$ cat src/rtl/fixed_multiplier_pkg.sv
// Shared definitions for the sequential shift-add multiply-accumulate unit.
package fixed_multiplier_pkg;

  localparam int A_W_DEF   = 32;
  localparam int B_W_DEF   = 16;
  localparam int CNT_W_DEF = 5;

  // Encodings match the divider so both units decode state the same way.
  typedef enum logic [1:0] {
    ST_IDLE = 2'd0,
    ST_MUL  = 2'd1,
    ST_ADD  = 2'd2,
    ST_DONE = 2'd3
  } mul_state_e;

endpackage

$ cat src/rtl/fixed_mul_step.sv
// One shift-add iteration: conditionally add A to the high half, then shift
// the {hi,lo} pair right by one, bringing the sum's LSB into the top of lo.
module fixed_mul_step #(
  parameter int A_W = 32,
  parameter int B_W = 16
) (
  input  logic [A_W:0]   hi_i,
  input  logic [B_W-1:0] lo_i,
  input  logic [A_W-1:0] a_i,
  output logic [A_W:0]   hi_o,
  output logic [B_W-1:0] lo_o
);

  logic [A_W:0] sum;

  // Conditional add on the current multiplier bit, then one-bit right shift.
  always_comb begin
    sum  = lo_i[0] ? (hi_i + {1'b0, a_i}) : hi_i;
    hi_o = {1'b0, sum[A_W:1]};
    lo_o = {sum[0], lo_i[B_W-1:1]};
  end

endmodule

$ cat src/rtl/fixed_multiplier.sv
// Sequential unsigned multiply-accumulate: Product = A*B + C, one multiplier
// bit per clock, followed by a single addend cycle.
module fixed_multiplier
  import fixed_multiplier_pkg::*;
#(
  parameter int A_W   = A_W_DEF,
  parameter int B_W   = B_W_DEF,
  parameter int CNT_W = CNT_W_DEF
) (
  input  logic               clock,
  input  logic               reset_n,
  input  logic               start,
  input  logic [A_W-1:0]     inMultiplicand,
  input  logic [B_W-1:0]     inMultiplier,
  input  logic [B_W-1:0]     inAddend,
  output logic               busy,
  output logic               done,
  output logic [A_W+B_W-1:0] Product
);

  mul_state_e         state_q, state_d;
  logic [A_W-1:0]     a_q, a_d;
  logic [B_W-1:0]     c_q, c_d;
  logic [A_W:0]       hi_q, hi_d;
  logic [B_W-1:0]     lo_q, lo_d;
  logic [CNT_W-1:0]   cnt_q, cnt_d;
  logic [A_W+B_W-1:0] product_q, product_d;

  logic [A_W:0]       hi_step;
  logic [B_W-1:0]     lo_step;

  fixed_mul_step #(
    .A_W (A_W),
    .B_W (B_W)
  ) u_step (
    .hi_i (hi_q),
    .lo_i (lo_q),
    .a_i  (a_q),
    .hi_o (hi_step),
    .lo_o (lo_step)
  );

  // State and datapath registers; async reset clears everything so no
  // partial result can be observed after an abort.
  always_ff @(posedge clock or negedge reset_n) begin
    if (!reset_n) begin
      state_q   <= ST_IDLE;
      a_q       <= '0;
      c_q       <= '0;
      hi_q      <= '0;
      lo_q      <= '0;
      cnt_q     <= '0;
      product_q <= '0;
    end else begin
      state_q   <= state_d;
      a_q       <= a_d;
      c_q       <= c_d;
      hi_q      <= hi_d;
      lo_q      <= lo_d;
      cnt_q     <= cnt_d;
      product_q <= product_d;
    end
  end

  // Next-state, operand capture, iteration and final accumulate.
  always_comb begin
    state_d   = state_q;
    a_d       = a_q;
    c_d       = c_q;
    hi_d      = hi_q;
    lo_d      = lo_q;
    cnt_d     = cnt_q;
    product_d = product_q;
    unique case (state_q)
      ST_IDLE, ST_DONE: begin
        // Operands are only looked at when a start is accepted here.
        if (start) begin
          a_d     = inMultiplicand;
          c_d     = inAddend;
          hi_d    = '0;
          lo_d    = inMultiplier;
          cnt_d   = '0;
          state_d = ST_MUL;
        end
      end
      ST_MUL: begin
        hi_d  = hi_step;
        lo_d  = lo_step;
        cnt_d = cnt_q + 1'b1;
        if (cnt_q == CNT_W'(B_W - 1)) begin
          state_d = ST_ADD;
        end
      end
      ST_ADD: begin
        // Max A*B+C fits in A_W+B_W bits, so the top carry bit of hi is zero.
        product_d = {hi_q[A_W-1:0], lo_q} + {{A_W{1'b0}}, c_q};
        state_d   = ST_DONE;
      end
      default: state_d = ST_IDLE;
    endcase
  end

  assign busy    = (state_q == ST_MUL) || (state_q == ST_ADD);
  assign done    = (state_q == ST_DONE);
  assign Product = product_q;

endmodule

$ cat config.mk
export PLATFORM = sky130hd
export DESIGN_NAME = fixed_multiplier
export DESIGN_NICKNAME = d
export VERILOG_FILES = /design/src/rtl/fixed_multiplier_pkg.sv /design/src/rtl/fixed_mul_step.sv /design/src/rtl/fixed_multiplier.sv
export SDC_FILE = /design/constraint.sdc
export NUM_CORES = 1
export LEC_CHECK = 0
export BUFFER_PORTS_ARGS = -buffer_cell sky130_fd_sc_hd__buf_2
export CAP_MARGIN = 30
export CORE_MARGIN = 4
export CORE_UTILIZATION = 35
export CTS_CLUSTER_SIZE = 24
export DETAILED_ROUTE_END_ITERATION = 6
export GPL_ROUTABILITY_DRIVEN = 0
export PLACE_DENSITY = 0.56
export SLEW_MARGIN = 20
export SYNTH_ARGS = -nofsm -noshare
export SYNTH_HDL_FRONTEND = slang
export SYNTH_SLANG_ARGS = --single-unit
$ cat constraint.sdc
create_clock -name clock -period 7 [get_ports clock]
set_input_delay 1.4 -clock clock [delete_from_list [all_inputs] [get_ports clock]]
set_output_delay 1.4 -clock clock [all_outputs]
set_load 0.05 [all_outputs]
==> results of run 1 <==
## worst max path at each step
stage | cells past startpoint | slack [ns] | endpoint | from
after floorplan | 4 | 4.33 | a_q[17] | start
after global placement | 10 | 3.45 | Product[38] | lo_q[0]
after detailed placement | 10 | 3.44 | Product[44] | lo_q[0]
after CTS | 10 | 3.41 | Product[38] | lo_q[0]
after global routing | 10 | 3.19 | Product[34] | lo_q[0]
final | 10 | 3.46 | Product[40] | lo_q[0]
## per-stage QoR
step           area (um^2)  instances  utilization (%)  hold WS (ns)
6_report             10700       1387             40.9         0.501
5_1_grt              10700       1387             40.9         0.527
4_1_cts              10600       1386             40.8         0.508
3_5_place_dp         10100       1355             38.7         0.492
3_3_place_gp         10100       1355             38.7         0.466
2_1_floorplan         9250        950                -         0.450
## flip-flops by register name, indices dropped and copies added (netlist names)
name	count
a_q	32
lo_q	16
cnt_q	5
Product	48
c_q	16
hi_q	32
state_q	2
## layout make-up
type | count | area [um^2] | area share, %
timing repair buffer | 123 | 659 | 6.19
clock inverter | 12 | 97.6 | 0.916
multi-input combinational | 721 | 5160 | 48.4
clock buffer | 19 | 443 | 4.16
inverter | 26 | 97.6 | 0.916
sequential | 151 | 3780 | 35.5
tap | 335 | 419 | 3.93
## layout by cell type, fill, tap and decap left out, drive strengths merged, types with 17 or more instances in the layout
cell type	Yosys	layout
mux2	78	78
a21o	24	24
a21oi	94	94
nand3	17	17
o22ai	30	30
dfrtp	151	151
nor2	62	62
buf	8	123
o21ai	66	66
nor3	23	23
xnor2	58	58
ha	54	54
a22oi	23	23
clkbuf	44	19
inv	25	27
nand2	61	61
## cell usage after synthesis, types with 8 or more instances
library cell	n	area share (%)
nor3_1	22	1.2
nor2_1	62	2.5
nor2b_1	9	0.61
mux2_2	78	9.5
xnor2_1	58	5.5
and3_1	13	0.88
a21o_1	24	1.9
nand2_1	61	2.5
nand4_1	13	0.88
ha_1	54	7.3
clkbuf_1	44	1.8
inv_1	25	1.0
dfrtp_1	151	41
a21oi_1	94	5.1
xor2_1	14	1.3
o21ai_0	61	3.3
mux2i_1	8	0.87
o22ai_1	30	2.0
nand3_1	17	0.92
a22oi_1	23	1.9
## layer usage
metal  up-vias  track usage, %  wire length [um]
li1       3660               -                 -
met1      3567            23.4             11400
met2       176            26.9             11300
met3        26            3.51              1170
met4         0            5.03               450
met5         -               0                 0
## critical path: cells and delay by family (launching register included)
| kind | cells | cell delay (ns) |
|---|---|---|
| flops | 1 | 0.58 |
| compound gates | 6 | 1.68 |
| fa+ha+maj | 2 | 0.73 |
| simple gates | 1 | 0.18 |
| xor+xnor | 1 | 0.18 |
## cell families after synthesis
kind of cell | count (synthesis)
AOI/OAI and AO/OA | 284
buffers and inverters | 78
DFF | 151
muxes | 86
and+or+nand+nor | 223
xor gates and xnor gates | 72
adders and majority gates | 56
## power groups by stage
stage          registers [mW]  logic, mW  clock network (mW)
2_1_floorplan            2.05       2.51                   0
3_3_place_gp             1.72       3.70                   0
3_5_place_dp             1.72       3.74                   0
4_1_cts                  1.71       3.76               0.883
5_1_grt                  1.76       4.17               0.924
6_report                 1.70       3.75               0.863
==> results.md, run 1 <==
- STA classifies the critical path startpoint as a flip-flop.
- The areal power density over the cells is 592 nW/um^2.
- The share of the clock period used by the worst path after layout is 50.5%.
- In this run the critical register-to-register path is captured at Product[40].
- The adder and majority gate portion of the synthesized area is 7.74%.
- The synthesized design contains 151 register bits.
- The fraction of power consumed by sequential logic is 27.0%.
- Of the total synthesized cell area, the portion taken by XOR and XNOR cells is 6.82%.
- The number of nets in the synthesized netlist is 1073.
- The Yosys step of the flow raised 0 warnings.
- In the global route stage, overall resource usage came out at 16.9%.
- The repair_antennas step left the layout with diodes totalling 0.
- The pre-CTS worst setup slack is approximately 3.4 ns.
- The deepest level of the CTS H-tree is 4.
- Of the total power, the share spent switching nets is 48.8%.
- After synthesis, the largest family of logic cells by area is compound AO/OA/AOI/OAI gates.
- STA classifies the critical path endpoint as a flip-flop.
- After synthesis the cells add up to 9250 um^2.
- The post-DP HPWL is 17400 um.
- Of the total synthesized cell area, the portion taken by AND, OR, NAND and NOR gates is roughly an eighth.
- In the synthesized netlist, mux cells make up 10.4% of the area.
- The critical path is of the flip-flop to flip-flop type.
- The number of hold buffers added after CTS is 0.
- In the final routed layout, each cell accounts on average for 17.5 um.
- The worst register-to-register path has a depth of 10.
- After floorplanning, the core was divided into 59 placement rows.
- The worst flop-to-flop path startpoint is lo_q[0].
- The normalized max-slew margin is between 30 and 40%.
- Synthesis produced a netlist whose cell count is 950.
- For this run, the top clock speed supported by timing is 0.283 GHz.
- Measured along the y axis, the die boundary spans around 170 um.
- The number of sinks on the clock net is 151.
- The residual DRC count is 0.
- Setup slack on the worst reg-to-reg path comes out at 3.46 ns.
- The delay of the slowest cell on the worst path is about 0.72 ns.
- The wire length of the first global-routing pass is 39500 um.
- Setup violations remaining at the end of the flow were counted as 0.
- Summing the areas of all compound-gate instances in the mapped netlist gives 19.0% of the synthesized area.
- The run finished with clean final reports.
- The number of hold violations in the final report came to 0.
- The first detailed-routing pass ran for 5 iterations.
- The standard cell with the maximum stage delay on the critical path is o221ai_2.
- The I/O pin count is 117.
- Entering global routing, the biggest net connects 97 pins.
- The initial antenna violation count was 0.
- The count of pins over their slew limit is 0.
- The count of unique library cells instantiated by Yosys is 62.
- After the first detailed-routing iteration, the DRC count stood at between 400 and 500.
- The number of global-route vias before repair is about 7300.
- The clock transition at the register clock pins on the worst setup and hold paths after CTS is 0.07 ns.
- After layout, the minimum clock period comes to 3.54 ns.
- Among all flip-flop cells after synthesis, the most frequent one is dfrtp_1.
- The worst-case IR drop observed on VDD is 283 uV.
- Once detail routing completed, the nets flagged for antenna violations numbered 0.
- The proportion of power drawn by the clock network is 13.7%.
- The setup slack after layout is about 3.5 ns.
- The number of flops mapped to enable cells by yosys is 0.
- The total number of vias is 7429.
- The switching power of the nets is ~3.1 mW.
- Relative to the synthesized area, the layout overhead comes to 15.2%.
- The library cell appearing most often on the critical path is a21oi_1.
- The maximum fanout count along the critical path is 14.
- The number of buffers inserted during clock tree synthesis is 17.
- The signal on the critical path passes through ha_1 -> fa_1 -> a21o_1 -> a21oi_1 -> o21ai_1 -> a31o_2 -> o221ai_2 -> nor4_1 -> xnor2_1 -> a21oi_1.
- After routing, the total negative slack on setup checks comes to 0 ns.
- The die covers 29100 um^2.
- The detail-routed via count per cell is 5.36.
- The floorplan step defined a core boundary enclosing 26100 um^2.
- The count of fill cells added during filler insertion is 2592.
- The number of buffers on the longest clock path is 2.
- The mean instance size in the synthesized netlist is 9.73 um^2.
- The post-CTS repair timing setup buffer count is 0.
- The max-cap violation count is 0.
- The number of gates given a new drive strength after cts is 0.
- For this run, the register share of the synthesized area comes to 40.9%.
- For hold timing, the worst endpoint is Product[9].
- The layout cell share with drive strength beyond 1 is 23.4%.
- The source-to-sink clock delay at the later pin of the worst-skew pair is 0.43 ns.
- The total overflow left after global routing is 0.
- The internal power of the cells totals 3.23 mW.
- For the pin with the worst max-slew slack, the measured transition is 0.956 ns.
- Summed over all layers, the routed wires come to 24300 um.
- The arrival time of the worst setup path is 3.80 ns.
- The total chip power is 6.31 mW.
- Counting instances, the worst hold path has a depth of 1.
- The port buffer count is 116.
- STA puts the critical path data required time at 7.27 ns.
- Setup repair after global routing left no endpoint under its margin.
- The floorplan die width is 171 um.
- The worst hold path belongs to the class flip-flop to flip-flop.
- The static leakage is 4.64 nW.
- The clock tree from TritonCTS is yes.
- The critical hold path startpoint is Product[9].
- The effective utilization at floorplan is around 35%.
- On the final layout, the worst clock skew is 0.0154 ns.
- After synthesis, the share of flip-flops with an asynchronous set or reset is 100%.
- The net count of the finished layout is 1163.
- The root buffer cell is clkbuf_16.
- The share of total power dissipated in combinational logic is 59.4%.
Power figures use the tool's default switching activity.
==> run 2: changes to the inputs <==
Clock period 7 ns to 3.6 ns, I/O delays scaled along.
==> run 2 against run 1 <==
- sequential power increased by 94%
- design area increased by 1.0%
- clock power increased by 110%
- power increased by 98%
- final cell count increased by 0.79%
- largest power group unchanged
==> results.md, run 2 (synthesized netlist as in run 1, its figures left out) <==
- The number of rows created at floorplan is 59.
- The antenna diode instance count is 0.
- The first-iteration detailed-routing DRC count is 572.
- The total negative setup slack is 0 ns.
- For this run, the number of standard cells in the final layout without fillers is 1398.
- After clock tree synthesis, the clock-pin slew on the worst setup and hold paths is roughly 0.060 ns.
- The placeable core region is around 26000 um^2.
- The data required time at the worst endpoint is 3.91 ns.
- Measured along the y axis, the die boundary spans 171 um.
- Derived from the worst setup path, the maximum achievable clock frequency is roughly 0.35 GHz.
- Setup violations remaining at the end of the flow were counted as 0.
- The detail-routed via count per cell is 5.37.
- The run finished with clean final reports.
- Of the cells placed in the final design, the portion with a size suffix greater than 1 is about a quarter.
- The library cell used most frequently in the layout, excluding fill and tap cells, is dfrtp_1.
- The number of buffers on the longest clock path is 2.
- The slowest stage of the critical path belongs to the cell a31oi_4.
- The number of cells after detailed placement is around 1400.
- Of all nets on the critical path, the largest fanout is 15.
- Once the clock tree was built, the setup fixing pass inserted 0 buffers.
- The final worst clock skew is between 0.009 and 0.01 ns.
- The category of the critical setup timing path is flip-flop to flip-flop.
- After legalization and detailed placement, the total HPWL measured 17600 um.
- STA classifies the critical path startpoint as a flip-flop.
- On the worst path, the slowest cell contributes a delay of 0.59 ns.
- The first-pass detailed-route iteration total is 5.
- The cell sitting at the root of the clock tree is a clkbuf_16.
- The total number of vias is 7511.
- The number of global-route vias before repair was ~7400.
- Setup repair after global routing left no endpoint under its margin.
- The number of hold buffers added after CTS is 0.
- Once detail routing completed, the nets flagged for antenna violations numbered 0.
- The area of the multi-input gates is roughly 5200 um^2.
- The cell that appears most often on the critical path is a21oi_1.
- The normalized max-slew margin is 50.4%.
- The effective utilization at floorplan is 35.5%.
- The number of hold violations in the final report came to 0.
- The number of buffers inserted during clock tree synthesis is 17.
- The arrival time of the worst setup path is 3.18 ns.
- The sum of overflow across all layers after global routing is 0.
- Final hold analysis gives a worst-case slack of 0.289 ns.
- The residual DRC count is 0.
- The sequential cells in the finished layout cover a total of 3780 um^2.
- The number of sinks on the clock net is 151.
- The final cell utilization of the core is 41.3%.
- TritonCTS built the clock tree.
- For this run, the total global-route usage over all layers was measured as approximately 17%.
- The growth of design area from synthesis to finish is 16.4%.
- In this run the power density over the cells is 1160 nW/um^2.
- The final wirelength is between 20000 and 25000 um.
- The deepest level of the CTS H-tree is 4.
- From left edge to right edge, the die measures approximately 170 um.
- For the pin with the worst max-slew slack, the measured transition is 0.743 ns.
- Walking the worst path, the cells encountered are ha_1 -> a21oi_1 -> and4b_1 -> o2111ai_1 -> o211ai_2 -> a31oi_4 -> nor2b_1 -> xnor2_1 -> a21oi_1.
- The register with the most flip-flops in the layout has 48 of them.
- STA classifies the critical path endpoint as a flip-flop.
- The initial antenna violation count is 0.
- The area of the die is a little under 30000 um^2.
- After clock tree synthesis, the repair step resized 0 gates.
- The pin count of the biggest net entering global routing is 75.
- The I/O pin count is roughly 120.
- The worst-case IR drop observed on VDD is 641 uV.
- The worst hold path belongs to the class input pin to async pin.
- The source-to-sink clock delay at the later pin of the worst-skew pair is between 0.4 and 0.5 ns.
- The max-cap violation count is 0.
- The average detailed-routed wire length per instance is 17.4 um.
- The count of pins over their slew limit is 0.
- The post-route minimum period is 2.87 ns.
- Port buffering added about 120 buffers.
- The net count of the finished layout is roughly 1200.
- The top cell types in the final layout, fill and taps aside, are 151 x dfrtp_1, 115 x buf_2, 94 x a21oi_1.
- The share of the clock period used by the worst path after layout is 79.9%.
- The first global-routing pass estimated 39800 um of wire.
- The layout has 2574 filler cells.
- The static leakage is ~4.7 nW.
run 2: changes by cell type in the layout (fill, tap and decap cells not counted), sizes merged:
cell	delta
buf	+10
bufinv	+2
clkbuf	+2
clkinv	-2
inv	-1
run 2: layout make-up:
type                            instances  area share [%]
Inverter                               26           0.907
Multi-Input combinational cell        721            47.9
Tap cell                              335            3.89
Sequential cell                       151            35.1
Clock inverter                         11            1.15
Clock buffer                           21            4.28
Timing Repair Buffer                  133            6.75
run 2: final timing paths:
path	startpoint	endpoint	slack (ns)	cells past startpoint
worst max register to register	lo_q[1]	Product[25]	0.73	9
worst min register to register	cnt_q[4]	cnt_q[4]	0.50	2
worst max-delay path	lo_q[1]	Product[25]	0.73	9
worst min-delay path	reset_n	Product[14]	0.29	1
min in group clock	cnt_q[4]	cnt_q[4]	0.50	2
max in group asynchronous	reset_n	hi_q[29]	2.46	2
run 2: power breakdown:
| part | total [mW] | switching, mW | internal (mW) |
|---|---|---|---|
| registers | 3.29 | 0.763 | 2.52 |
| clock network | 1.81 | 0.753 | 1.06 |
| logic | 7.37 | 4.47 | 2.91 |
| total | 12.5 | 5.98 | 6.49 |
run 2: worst max-delay path: cells and delay by family (launching register included):
kind                     cells  cell delay (ns)
AO/OA/AOI/OAI                5             1.32
flip-flops                   1             0.45
XOR/XNOR                     1             0.25
AND/OR/NAND/NOR              2             0.39
adder cells (fa/ha/maj)      1             0.32
run 2: per-stage QoR:
step	setup slack, ns	power, mW	cell area, um^2
final	0.725	12.5	10800
after global routing	0.500	13.5	10800
after CTS	0.722	12.6	10800
after detailed placement	0.742	10.7	10200
after global placement	0.757	10.6	10200
after floorplan	1.11	8.87	9250
run 2: layer usage:
layer | global-route usage (%) | wire [um] | vias up
met1 | 24.4 | 11600 | 3645
met5 | 0 | 0 | -
met2 | 26.8 | 11200 | 176
met3 | 3.79 | 1230 | 21
met4 | 3.68 | 264 | 0
li1 | - | - | 3669
